[config.mk]
export PLATFORM = sky130hd
export DESIGN_NAME = seg7_scan_driver
export DESIGN_NICKNAME = d
export VERILOG_FILES = /design/src/rtl/seg7_scan_driver.sv
export SDC_FILE = /design/constraint.sdc
export NUM_CORES = 1
export LEC_CHECK = 0
export CAP_MARGIN = 5
export CORE_MARGIN = 8
export CORE_UTILIZATION = 40
export CTS_CLUSTER_DIAMETER = 200
export CTS_CLUSTER_SIZE = 40
export DETAILED_ROUTE_END_ITERATION = 7
export GPL_TIMING_DRIVEN = 1
export SLEW_MARGIN = 40
export SYNTH_ARGS = -nofsm -noshare
export SYNTH_HDL_FRONTEND = slang
export SYNTH_SLANG_ARGS = --single-unit
[constraint.sdc]
create_clock -name clk -period 5.25 [get_ports clk]
set_clock_uncertainty 0.1 [all_clocks]
set_input_delay 0.525 -clock clk [delete_from_list [all_inputs] [get_ports clk]]
set_output_delay 0.525 -clock clk [all_outputs]
set_load 0.01 [all_outputs]
[src/rtl/seg7_scan_driver.sv]
// seg7_scan_driver
//   Time-multiplexed driver for a bank of seven-segment digits. A packed hex
//   word (plus per-digit decimal points and blank flags) is captured into
//   shadow registers on load, and one digit is driven per prescaler slot on
//   a shared segment bus with a one-hot digit enable. Every slot change
//   starts with one all-off cycle so the previous digit's segments never
//   ghost onto the next one.
//
// Ports
//   clk        : system clock
//   rst        : asynchronous, active-high reset
//   data       : hex nibbles, nibble i (bits 4i+3:4i) is digit i, digit 0 rightmost
//   dp_in      : decimal point request per digit
//   blank_mask : 1 = force that digit dark
//   lz_blank   : 1 = suppress leading zeros (sampled live, not shadowed)
//   load       : capture data/dp_in/blank_mask into the shadow registers
//   HEX        : segments {a,b,c,d,e,f,g,dp}, a at MSB, after polarity
//   AN         : one-hot digit enable, after polarity
//   scan_idx   : index of the digit currently driven
//
// Interface timing: there is no valid/ready handshake. load is a one-cycle
// strobe with no back-pressure; the shadow registers update at the edge it
// is seen and the active digit reflects it one edge later.
module seg7_scan_driver #(
  parameter int DIGITS         = 4,
  parameter int DIV_COE        = 25000,
  parameter bit SEG_ACTIVE_LOW = 1'b0,
  parameter bit AN_ACTIVE_LOW  = 1'b0,
  localparam int IDXW = (DIGITS > 1) ? $clog2(DIGITS) : 1,
  localparam int CNTW = $clog2(DIV_COE)
) (
  input  logic                  clk,
  input  logic                  rst,
  input  logic [4*DIGITS-1:0]   data,
  input  logic [DIGITS-1:0]     dp_in,
  input  logic [DIGITS-1:0]     blank_mask,
  input  logic                  lz_blank,
  input  logic                  load,
  output logic [7:0]            HEX,
  output logic [DIGITS-1:0]     AN,
  output logic [IDXW-1:0]       scan_idx
);

  logic [CNTW-1:0]     cnt;
  logic                tick;
  logic [IDXW-1:0]     idx;
  logic [4*DIGITS-1:0] data_sh;
  logic [DIGITS-1:0]   dp_sh;
  logic [DIGITS-1:0]   blank_sh;
  logic [DIGITS-1:0]   lz_supp;
  logic [3:0]          nib;
  logic [7:0]          seg_sel;
  logic [DIGITS-1:0]   an_sel;
  logic [7:0]          hex_r;
  logic [DIGITS-1:0]   an_r;
  logic [IDXW-1:0]     scan_r;

  // abcdefg in [7:1], dp slot [0] left clear
  function automatic logic [7:0] decode(input logic [3:0] n);
    logic [7:0] s;
    case (n)
      4'h0: s = 8'b11111100;
      4'h1: s = 8'b01100000;
      4'h2: s = 8'b11011010;
      4'h3: s = 8'b11110010;
      4'h4: s = 8'b01100110;
      4'h5: s = 8'b10110110;
      4'h6: s = 8'b10111110;
      4'h7: s = 8'b11100000;
      4'h8: s = 8'b11111110;
      4'h9: s = 8'b11110110;
      4'hA: s = 8'b11101110;
      4'hB: s = 8'b00111110;
      4'hC: s = 8'b10011100;
      4'hD: s = 8'b01111010;
      4'hE: s = 8'b10011110;
      default: s = 8'b10001110;
    endcase
    return s;
  endfunction

  assign tick = (cnt == CNTW'(DIV_COE - 1));

  // Slot prescaler and digit index
  always_ff @(posedge clk or posedge rst) begin
    if (rst) begin
      cnt <= '0;
      idx <= '0;
    end else begin
      cnt <= tick ? '0 : cnt + 1'b1;
      if (tick) begin
        idx <= (idx == IDXW'(DIGITS - 1)) ? '0 : idx + 1'b1;
      end
    end
  end

  // Shadow registers
  always_ff @(posedge clk or posedge rst) begin
    if (rst) begin
      data_sh  <= '0;
      dp_sh    <= '0;
      blank_sh <= '0;
    end else if (load) begin
      data_sh  <= data;
      dp_sh    <= dp_in;
      blank_sh <= blank_mask;
    end
  end

  // Walk from the most significant digit down; a digit is a leading zero
  // while nothing at or above it is non-zero. Digit 0 is never suppressed.
  always_comb begin : p_lz
    logic upper_nz;
    upper_nz = 1'b0;
    lz_supp  = '0;
    for (int i = DIGITS - 1; i >= 0; i--) begin
      upper_nz = upper_nz | (data_sh[4*i +: 4] != 4'h0);
      if (i > 0) begin
        lz_supp[i] = lz_blank & ~upper_nz;
      end
    end
  end

  // Segment pattern and enable for the current index
  always_comb begin
    nib    = data_sh[4*int'(idx) +: 4];
    an_sel = DIGITS'(1) << idx;
    if (blank_sh[idx] | lz_supp[idx]) begin
      seg_sel = 8'h00;
    end else begin
      seg_sel = decode(nib) | {7'b0, dp_sh[idx]};
    end
  end

  // Output registers; the tick edge loads the all-off dead cycle
  always_ff @(posedge clk or posedge rst) begin
    if (rst) begin
      hex_r  <= '0;
      an_r   <= '0;
      scan_r <= '0;
    end else if (tick) begin
      hex_r  <= '0;
      an_r   <= '0;
    end else begin
      hex_r  <= seg_sel;
      an_r   <= an_sel;
      scan_r <= idx;
    end
  end

  assign HEX      = SEG_ACTIVE_LOW ? ~hex_r : hex_r;
  assign AN       = AN_ACTIVE_LOW  ? ~an_r  : an_r;
  assign scan_idx = scan_r;

endmodule

## Yosys cells after proc, flatten, opt, wreduce, memory -nomap -nowiden

Memories as Yosys holds them, arrays and structs flattened.
Index checks and enable logic that the tools add are counted.

| cells by class | value |
|---|---|
| $lt $le $gt $ge | 1 |
| mux-type cells | 12 |
| eq/ne operators | 2 |
| shifts and indexed selects | 2 |
| reduce and logical (&&, ||, !) cells | 3 |
| bitwise operators | 10 |
| add/subtract/negate cells | 2 |

Operators by type and width:

| kind | number |
|---|---|
| 8-bit 2-to-1 mux | 3 |
| 16-bit by 5-bit variable part select with 4-bit output | 1 |
| 15-bit by 1-bit adder with 15-bit output (second input constant) | 1 |
| 15-bit == test (second input constant) | 1 |
| 15-bit 2-to-1 mux | 1 |
| 4-bit nonzero test | 3 |
| 8-bit by 1-bit bitwise OR with 8-bit output | 1 |
| 1-bit binary-select mux with 2-bit select | 3 |
| 4-bit 2-to-1 mux | 1 |
| 1-bit by 2-bit << shifter with 4-bit output (first input constant) | 1 |
| 1-bit AND | 3 |
| 2-bit by 3-bit less-than comparator with 1-bit output (second input constant) | 1 |
| 1-bit 2-to-1 mux | 3 |
| 1-bit inverter | 3 |
| 1-bit bitwise OR | 3 |
| 2-bit by 1-bit adder with 2-bit output (second input constant) | 1 |
| 2-bit == test (second input constant) | 1 |
| 2-bit 2-to-1 mux | 1 |

| word-level totals | value |
|---|---|
| memory bits (read-only) | 112 |
| bits in registers | 55 |
| memories kept | 1 |
| output and inout bits | 14 |

Memories:

| name | depth | bits a word | rd ports | clocked after memory_dff | write ports | line | text |
|---|---|---|---|---|---|---|---|
| (no name shown) | 16 | 7 | 1 | 0 | 0 | 61 | `case (n)` |

## Depth between registers and ports, before layout

Gate-level depths: netlist (run 1).

| depth | value |
|---|---|
| depth after elaboration | 12 |
| depth in mapped cells | 8 |

## Worst setup path after synthesis (run 1)

Ideal clock, no wire load.

| timing path | value |
|---|---|
| path kind | reg-to-reg |
| start | register idx[0] |
| end | register hex_r[1], in the netlist HEX[1] |
| path buffers | 1 |
| cell stages (with the launch flop) | 7 |
| setup time | 0.111 ns |
| slack | 3.148 ns |
| data arrival time | 1.891 ns |
| cell sequence | dfrtp_1 -> buf_6 -> mux4_1 -> ha_1 -> mux2i_1 -> nor2b_1 -> a2111oi_2 |

| between the ends | value |
|---|---|
| longest elaborated chain between the ends | 6 |
| elaborated cells between the ends (all ways) | 11 |
| classes of those cells | shift (1); mux (7); bitwise (2); memory (1) |

Ends and longest elaborated chain:

| element | line | text |
|---|---|---|
| start: declaration | 46 | `logic [IDXW-1:0] idx;` |
| start signal: assignment | 92 | `idx <= (idx == IDXW'(DIGITS - 1)) ? '0 : idx + 1'b1;` |
| 16-bit by 5-bit variable part select with 4-bit output | 126 | `nib = data_sh[4*int'(idx) +: 4];` |
| memory 16 x 7 bit | - |  |
| 8-bit 2-to-1 mux | 128 | `if (blank_sh[idx] \| lz_supp[idx]) begin` |
| 8-bit by 1-bit bitwise OR with 8-bit output | 131 | `seg_sel = decode(nib) \| {7'b0, dp_sh[idx]};` |
| 8-bit 2-to-1 mux (*) | 128 |  |
| 8-bit 2-to-1 mux (*) | 141 | `end else if (tick) begin` |
| end signal: assignment | 145 | `hex_r <= seg_sel;` |
| end: declaration | 54 | `logic [7:0] hex_r;` |

Every way passes the cells marked *; elsewhere a longest branch is shown, timed or not. The select of a mux whose other input is x is not followed.
A chain may end at the register's enable or synchronous reset.

## Final worst setup path (run 1)

| timing path | value |
|---|---|
| start | register idx[0] |
| end | register hex_r[5], in the netlist HEX[5] |

Same word-level chain as after synthesis.

==> flow_metrics.env, run 1 <==
export IMPL_hold_violations=0
export IMPL_worst_slew_pin_slew_ns=0.6774
export IMPL_fmax_mhz=406.5
export IMPL_whs_path_depth=1
export IMPL_syn_avg_cell_area_sq_um=12.68
export IMPL_dieHeight_um=97.99
export IMPL_ff2ff_setup_slack_ns=2.79
export IMPL_final_util_pct=48.91
export IMPL_htree_num_levels=2
export IMPL_die_w_um=97.99
export IMPL_antenna_found_initial=0
export IMPL_whs_ns=0.3679
export IMPL_antenna_left=0
export IMPL_vias_per_cell=5.188
export IMPL_drive_gt1_share_pct=18.47
export IMPL_postSynthCellCount=212
export IMPL_min_period_over_period_pct=46.86
export IMPL_cts_path_max_buffers=2
export IMPL_std_cell_rows=30
export IMPL_peakVddDrop_uv=138.7
export IMPL_final_nets=287
export IMPL_grt_setup_unrepaired="false"
export IMPL_placed_area_sq_mm=0.003113
export IMPL_cts_hold_buf=0
export IMPL_synth_top_family_by_area="multiplexers"
export IMPL_drtIter0Drc=130
export IMPL_ys_warnings_count=0
export IMPL_finalSetupViolCount=0
export IMPL_coreArea_sq_mm=0.006644
export IMPL_post_cts_buffers=0
export IMPL_synthMuxAreaShare_pct=18.19
export IMPL_gp_congestion=0.7716
export IMPL_p_leak_nw=1.362
export IMPL_root_buffer="clkbuf_8"
export IMPL_cp_data_arrival_time_ns=2.56
export IMPL_track_usage_pct=11.31
export IMPL_cp_start_kind="flop"
export IMPL_p_per_area_mw_per_mm2=283.4
export IMPL_crit_reg2reg_launch="idx[0]$_DFFE_PP0N_"
export IMPL_async_flop_share_pct=100.0
export IMPL_synth_seq_cells=55
export IMPL_wirelength_mm=5.047
export IMPL_design_area_sq_mm=0.003249
export IMPL_grt_pass1_vias=1741
export IMPL_reg2reg_depth=5
export IMPL_path_clk_slew_ns=0.10
export IMPL_critical_path_max_fanout=12
export IMPL_synth_cell_types=37
export IMPL_status="finished clean"
export IMPL_synth_nets=251
export IMPL_num_vias=1707
export IMPL_cts_buffers=5
export IMPL_grt_pass1_wl_mm=8.756
export IMPL_synth_compound_area_share_pct=4.700
export IMPL_remaining_drc_errors=0
export IMPL_synth_xor_area_share_pct=3.583
export IMPL_fin_ws_ns=2.790
export IMPL_synth_edf_count=0
export IMPL_worstPathRequired_ns=5.35
export IMPL_grt_max_degree=56
export IMPL_diodes=0
export IMPL_p_total_uw=920.8
export IMPL_start_util_pct=40.47
export IMPL_dp_cells=321
export IMPL_wl_per_cell_um=15.34
export IMPL_max_slew_margin_pct=54.84
export IMPL_layout_min_cycle_time_ns=2.460
export IMPL_post_cts_resized=0
export IMPL_setup_tns_ns=0
export IMPL_dp_hpwl_mm=3.650
export IMPL_finalMaxSlewViolations=0
export IMPL_clk_latency_ns=0.30
export IMPL_synthesis_area_sq_mm=0.002689
export IMPL_port_buffers=41
export IMPL_drtPass1Iterations=4
export IMPL_seq_area_frac_synth_pct=51.19
export IMPL_critPathKind="flop to flop"
export IMPL_r2r_end="HEX[5]$_DFF_PP0_"
export IMPL_fin_cells=329
export IMPL_hold_end="cnt[0]$_DFF_PP0_"
export IMPL_cap_violations=0
export IMPL_dp_slack_ns=2.785
export IMPL_hold_class="flop to flop"
export IMPL_grt_overflow_total=0
export IMPL_synth_fa_ha_area_share_pct=5.119
export IMPL_yosys_area_share_simple_pct=13.08
export IMPL_ys_flop_type="dfrtp_1"
export IMPL_cts_tree="built"
export IMPL_io_pins=42
export IMPL_die_area_sq_mm=0.009602
export IMPL_cts_sinks=55
export IMPL_hold_start="cnt[0]$_DFF_PP0_"
export IMPL_cp_end_kind="flop"
export IMPL_syn2layout_area_growth_pct=20.85
==> critical path, stage by stage (launching register included) <==
cell and delay [ns]:
dfrtp_1 0.65, mux4_1 0.73, inv_1 0.20, ha_1 0.27
nor2_1 0.08, a2111oi_2 0.32
==> cell type report <==
class	instances	area (sq um)
inverter	6	22.52
multi-input combinational	138	1205
timing repair buffer	42	412.9
fill	602	3395
tap	80	100.1
sequential	55	1376
clock buffer	6	72.57
clock inverter	2	60.06
==> power breakdown <==
part / total, mW / internal, mW / switching (mW)
combinational: 0.129 / 0.0751 / 0.0535
sequential: 0.467 / 0.451 / 0.0163
clock: 0.325 / 0.191 / 0.134
==> sequential cells by signal, indices dropped and copies added (netlist names) <==
register,flops
blank_sh,4
dp_sh,4
data_sh,16
AN,4
HEX,8
scan_idx,2
cnt,15
idx,2
==> Yosys cell counts (3+ instances only) <==
master	count	area, sq um
a2111oi_2	3	45.04
dfrtp_1	55	1376
ha_1	11	137.6
buf_6	5	56.30
inv_1	6	22.52
and4_1	3	26.28
xor2_1	4	35.03
mux2i_1	5	50.05
a21oi_1	4	20.02
o21ai_0	8	40.04
mux4_1	3	78.83
mux4_2	4	90.09
nand3_1	6	30.03
clkbuf_1	6	22.52
xnor2_1	7	61.31
and2_1	6	37.54
or3_1	3	18.77
nor4_1	5	31.28
nand4_1	4	25.02
nand2_1	10	37.54
nor2_1	8	30.03
nand2b_1	4	25.02
mux2_2	24	270.3
==> routing by layer <==
layer	global-route usage, %	part of all wire, %	wire, um
met2	16.23	43	2169
met1	15.15	50	2501
met4	4.676	1.5	77
met5	0	0	0
met3	3.770	5.9	299
==> placed cells by master, fill, tap and decap left out, types with 5 or more instances in the layout <==
cell and instances:
nand3_1 6, and2_1 6, mux2_2 24, nor2_1 8, ha_1 11, o21ai_0 8, mux2i_1 5, xnor2_1 7
clkbuf_8 5, clkdlybuf4s50_1 40, inv_1 5, dfrtp_1 55, nor4_1 5, nand2_1 10
==> cell families after synthesis <==
logic type,after synthesis
xor+xnor,11
fa+ha+maj,11
simple gates,62
compound gates,18
buf+inv,19
flops,55
mux,36
==> how the worst max path moves through the flow <==
stage                  startpoint               end  slack [ns]
3_5_place_dp   idx[0]$_DFFE_PP0N_  HEX[5]$_DFF_PP0_        2.79
4_1_cts        idx[0]$_DFFE_PP0N_  HEX[5]$_DFF_PP0_        2.76
6_report       idx[0]$_DFFE_PP0N_  HEX[5]$_DFF_PP0_        2.79
5_1_grt        idx[0]$_DFFE_PP0N_  HEX[6]$_DFF_PP0_        2.63
2_1_floorplan  idx[0]$_DFFE_PP0N_  HEX[1]$_DFF_PP0_        3.15
3_3_place_gp   idx[0]$_DFFE_PP0N_  HEX[6]$_DFF_PP0_        2.80
Power figures use the tool's default switching activity.
==> inputs of run 2 (changes only) <==
- clock period: 5.25 -> 2.3 ns (I/O delays scaled with it)
==> run 2 against run 1 <==
First-iteration DRC count is 44% lower. Clock power is 100% higher. Critical path depth stayed put. Utilization is 0.58 points higher. Die area stayed put. Critical path type unchanged. Non-clock buffer count is 7 higher. Hold slack worse by 0.14 ns.
==> flow_metrics.env, run 2 (same netlist as run 1, synthesis figures left out) <==
export IMPL_root_buffer="clkbuf_8"
export IMPL_worst_slew_pin_slew_ns=0.6639
export IMPL_fmax_mhz=466.5
export IMPL_final_nets=294
export IMPL_die_area_sq_mm=0.009602
export IMPL_ff2ff_setup_slack_ns=0.16
export IMPL_finalSetupViolCount=0
export IMPL_drtIter0Drc=73
export IMPL_critPathKind="flop to flop"
export IMPL_p_leak_nw=1.394
export IMPL_grt_pass1_wl_mm=8.997
export IMPL_io_pins=42
export IMPL_cts_buffers=5
export IMPL_antenna_found_initial=0
export IMPL_wl_per_cell_um=15.67
export IMPL_largest_reg_flops=16
export IMPL_hold_violations=0
export IMPL_reg2reg_depth=5
export IMPL_num_vias=1713
export IMPL_dieHeight_um=97.99
export IMPL_post_cts_resized=0
export IMPL_cts_hold_buf=0
export IMPL_post_cts_buffers=0
export IMPL_wirelength_mm=5.264
export IMPL_cp_data_arrival_time_ns=2.24
export IMPL_fillers=612
export IMPL_grt_overflow_total=0
export IMPL_p_per_area_mw_per_mm2=614.9
export IMPL_path_clk_slew_ns=0.10
export IMPL_cts_tree="built"
export IMPL_status="finished clean"
export IMPL_setup_tns_ns=0
export IMPL_clk_latency_ns=0.31
export IMPL_max_slew_margin_pct=55.68
export IMPL_die_w_um=97.99
export IMPL_cp_end_kind="flop"
export IMPL_std_cell_rows=30
export IMPL_r2r_end="HEX[1]$_DFF_PP0_"
export IMPL_final_cell_mix="55 x dfrtp_1, 41 x clkdlybuf4s50_1, 24 x mux2_2"
export IMPL_start_util_pct=40.47
export IMPL_coreArea_sq_mm=0.006644
export IMPL_layout_min_cycle_time_ns=2.143
export IMPL_cts_path_max_buffers=2
export IMPL_min_period_over_period_pct=93.20
export IMPL_hold_class="input port to async pin"
export IMPL_drtPass1Iterations=4
export IMPL_remaining_drc_errors=0
export IMPL_dp_hpwl_mm=4.048
export IMPL_layout_commonest_cell="dfrtp_1"
export IMPL_vias_per_cell=5.098
export IMPL_worstPathRequired_ns=2.39
export IMPL_peakVddDrop_uv=381.9
export IMPL_critical_path_max_fanout=5
export IMPL_htree_num_levels=2
export IMPL_track_usage_pct=11.48
export IMPL_regMostFlops="data_sh"
export IMPL_grt_max_degree=33
export IMPL_antenna_left=0
export IMPL_cp_start_kind="flop"
export IMPL_drive_gt1_share_pct=20.31
export IMPL_cts_sinks=55
export IMPL_finalMaxSlewViolations=0
export IMPL_grt_pass1_vias=1785
export IMPL_crit_reg2reg_launch="idx[0]$_DFFE_PP0N_"
export IMPL_dp_cells=328
export IMPL_port_buffers=41
export IMPL_gp_congestion=0.7904
export IMPL_diodes=0
export IMPL_cap_violations=0
export IMPL_grt_setup_unrepaired="false"
export IMPL_fin_cells=336
export IMPL_syn2layout_area_growth_pct=22.29
run 2: layout make-up:
class,instances,area [sq um],share of cell area (%)
Clock inverter,2,35.03,1.065
Tap cell,80,100.1,3.044
Inverter,6,22.52,0.6849
Sequential cell,55,1376,41.86
Multi-Input combinational cell,138,1201,36.53
Clock buffer,6,82.58,2.511
Timing Repair Buffer,49,470.5,14.31
run 2: how the worst max path moves through the flow:
stage,endpoint,depth (start not counted),slack (ns),start
floorplan,HEX[1]$_DFF_PP0_,6,0.20,idx[0]$_DFFE_PP0N_
global placement,HEX[1]$_DFF_PP0_,5,0.24,idx[0]$_DFFE_PP0N_
detailed placement,HEX[1]$_DFF_PP0_,5,0.19,idx[0]$_DFFE_PP0N_
CTS,HEX[1]$_DFF_PP0_,5,0.16,idx[0]$_DFFE_PP0N_
global route,HEX[5]$_DFF_PP0_,5,0.02,idx[0]$_DFFE_PP0N_
finish,HEX[1]$_DFF_PP0_,5,0.16,idx[0]$_DFFE_PP0N_
run 2: layer usage:
layer  track usage (%)  vias to the layer above  wire [um]
met4             3.597                        0         68
met5                 0                        -          0
met2             17.07                       38       2385
met3             3.485                        6        216
met1             15.52                      834       2594
li1                  -                      835          -
run 2: per-stage QoR:
stage                     hold WS [ns]  power, mW  worst slack [ns]  util, %  area, sq um
after floorplan                 0.2817      1.263            0.1980        -         2689
after global placement          0.3461      1.391            0.2420    47.72         3171
after detailed placement        0.3453      1.394            0.1904    47.72         3171
after CTS                       0.2529      2.060            0.1596    49.49         3288
after global routing            0.2861      2.128           0.01729    49.49         3288
final                           0.2312      2.022            0.1565    49.49         3288
run 2: report_power, final:
group / total (mW) / leakage (nW) / internal (mW) / switching [mW]
clock: 0.654 / 0.0612 / 0.353 / 0.301
combinational: 0.301 / 0.651 / 0.176 / 0.125
sequential: 1.07 / 0.682 / 1.03 / 0.0379
run 2: worst max-delay path, cell delays in order (launching register included):
cell	delay (ns)
dfrtp_1	0.40
mux4_1	0.67
ha_1	0.31
mux2i_1	0.14
nor2b_1	0.07
a2111oi_2	0.33
==> inputs of run 3 (changes only) <==
- CTS_CLUSTER_DIAMETER: 200 -> 40
- clock period: 2.3 -> 2.18 ns (I/O delays scaled with it)
==> run 3 against run 2 <==
Routed wire length fell by 1.7%. Cell count fell by 0.30%. Utilization rose by 0.11 points. Sequential cell count did not move. Global-route usage rose by 0.12 points. Count of clock-buffer cells in the layout did not move. Largest cell class unchanged. Largest power group unchanged.
==> flow_metrics.env, run 3 (same netlist as run 1, synthesis figures left out) <==
export IMPL_p_per_area_mw_per_mm2=649.8
export IMPL_htree_num_levels=2
export IMPL_cts_sinks=55
export IMPL_max_slew_margin_pct=69.17
export IMPL_dp_hpwl_mm=3.805
export IMPL_std_cell_rows=30
export IMPL_cts_hold_buf=0
export IMPL_path_clk_slew_ns=0.09
export IMPL_multiInputGateArea_sq_mm=0.001202
export IMPL_antenna_left=0
export IMPL_regMostFlops="data_sh"
export IMPL_ff2ff_setup_slack_ns=0.17
export IMPL_peakVddDrop_uv=257.7
export IMPL_status="finished clean"
export IMPL_cp_data_arrival_time_ns=2.11
export IMPL_cts_buffers=5
export IMPL_gp_congestion=0.8192
export IMPL_reg2reg_depth=5
export IMPL_coreArea_sq_mm=0.006644
export IMPL_grt_pass1_wl_mm=9.004
export IMPL_root_buffer="clkbuf_8"
export IMPL_design_area_sq_mm=0.003296
export IMPL_sw_frac_of_total_pct=23.11
export IMPL_num_vias=1722
export IMPL_largest_reg_flops=16
export IMPL_crit_reg2reg_launch="idx[0]$_DFFE_PP0N_"
export IMPL_fin_cells=335
export IMPL_start_util_pct=40.47
export IMPL_min_period_over_period_pct=92.34
export IMPL_hold_violations=0
export IMPL_layout_commonest_cell="dfrtp_1"
export IMPL_cp_start_kind="flop"
export IMPL_syn2layout_area_growth_pct=22.57
export IMPL_cts_path_max_buffers=2
export IMPL_cp_end_kind="flop"
export IMPL_p_leak_nw=1.388
export IMPL_wirelength_mm=5.172
export IMPL_wl_per_cell_um=15.44
export IMPL_drtIter0Drc=87
export IMPL_switchingPower_uw=494.8
export IMPL_grt_max_degree=56
export IMPL_final_cell_mix="54 x dfrtp_1, 41 x clkdlybuf4s50_1, 24 x mux2_2"
export IMPL_die_area_sq_mm=0.009602
export IMPL_comb_power_share_pct=15.0
export IMPL_vias_per_cell=5.140
export IMPL_dieHeight_um=97.99
export IMPL_drtPass1Iterations=4
export IMPL_seqCellArea_sq_mm=0.001378
export IMPL_fillers=600
export IMPL_diodes=0
export IMPL_die_w_um=97.99
export IMPL_cts_tree="built"
export IMPL_worstPathRequired_ns=2.28
export IMPL_grt_overflow_total=0
export IMPL_finalMaxSlewViolations=0
export IMPL_placed_area_sq_mm=0.003176
export IMPL_finalSetupViolCount=0
export IMPL_fmax_mhz=496.7
export IMPL_post_cts_buffers=0
export IMPL_antenna_found_initial=0
export IMPL_hold_class="input port to async pin"
export IMPL_post_cts_resized=0
export IMPL_clk_latency_ns=0.30
export IMPL_worst_slew_pin_slew_ns=0.4560
export IMPL_cap_violations=0
export IMPL_final_nets=293
export IMPL_track_usage_pct=11.60
export IMPL_remaining_drc_errors=0
export IMPL_setup_tns_ns=0
export IMPL_whs_ns=0.1757
export IMPL_io_pins=42
export IMPL_critical_path_max_fanout=5
export IMPL_grt_pass1_vias=1806
export IMPL_drive_gt1_share_pct=21.96
export IMPL_clkPwrFrac_pct=32.4
export IMPL_critPathKind="flop to flop"
export IMPL_port_buffers=41
export IMPL_r2r_end="HEX[5]$_DFF_PP0_"
export IMPL_layout_min_cycle_time_ns=2.013
export IMPL_internal_power_mw=1.647
export IMPL_power_frac_seq_pct=52.6
export IMPL_final_util_pct=49.60
export IMPL_dp_cells=327
export IMPL_grt_setup_unrepaired="false"
-- run 3: cell types whose count changed in the layout (fill, tap and decap cells not counted), sizes merged --
cell	delta
buf	-1
-- run 3: layer usage --
layer  routed length [um]  up-vias  global-route usage [%]
met5                    0        -                       0
met4                   58        0                   4.676
met3                  257        4                   3.841
met2                 2329       40                   16.65
met1                 2527      841                   15.60
li1                     -      837                       -
-- run 3: cell type report --
class / instances / area share, %
timing repair buffer: 48 / 14.43
sequential: 55 / 41.80
clock inverter: 2 / 1.063
tap: 80 / 3.037
multi-input combinational: 138 / 36.48
clock buffer: 6 / 2.506
inverter: 6 / 0.6834
-- run 3: worst max-delay path by stage --
stage                                  start               end  slack, ns
final                     idx[0]$_DFFE_PP0N_  HEX[5]$_DFF_PP0_       0.17
after global routing      idx[0]$_DFFE_PP0N_  HEX[5]$_DFF_PP0_       0.01
after CTS                 idx[0]$_DFFE_PP0N_  HEX[5]$_DFF_PP0_       0.06
after detailed placement  idx[0]$_DFFE_PP0N_  HEX[1]$_DFF_PP0_       0.09
after global placement    idx[0]$_DFFE_PP0N_  HEX[1]$_DFF_PP0_       0.15
after floorplan           idx[0]$_DFFE_PP0N_  HEX[1]$_DFF_PP0_       0.08
-- run 3: per-stage QoR --
step,setup WS (ns),power [mW]
after floorplan,0.07802,1.332
after global placement,0.1485,1.466
after detailed placement,0.08932,1.469
after CTS,0.05595,2.177
after global routing,0.01230,2.249
final,0.1669,2.141
-- run 3: worst max-delay path, cell delays in order (launching register included) --
cell and delay [ns]:
dfrtp_2 0.41, mux4_2 0.56, inv_1 0.18, ha_1 0.25
nor2_1 0.08, a2111oi_2 0.33
-- run 3: power by group through the flow --
stage	Combinational [mW]	Clock [mW]	Sequential, mW
2_1_floorplan	0.189	0	1.14
3_3_place_gp	0.318	0	1.15
3_5_place_dp	0.321	0	1.15
4_1_cts	0.323	0.727	1.13
5_1_grt	0.353	0.760	1.14
6_report	0.321	0.693	1.13
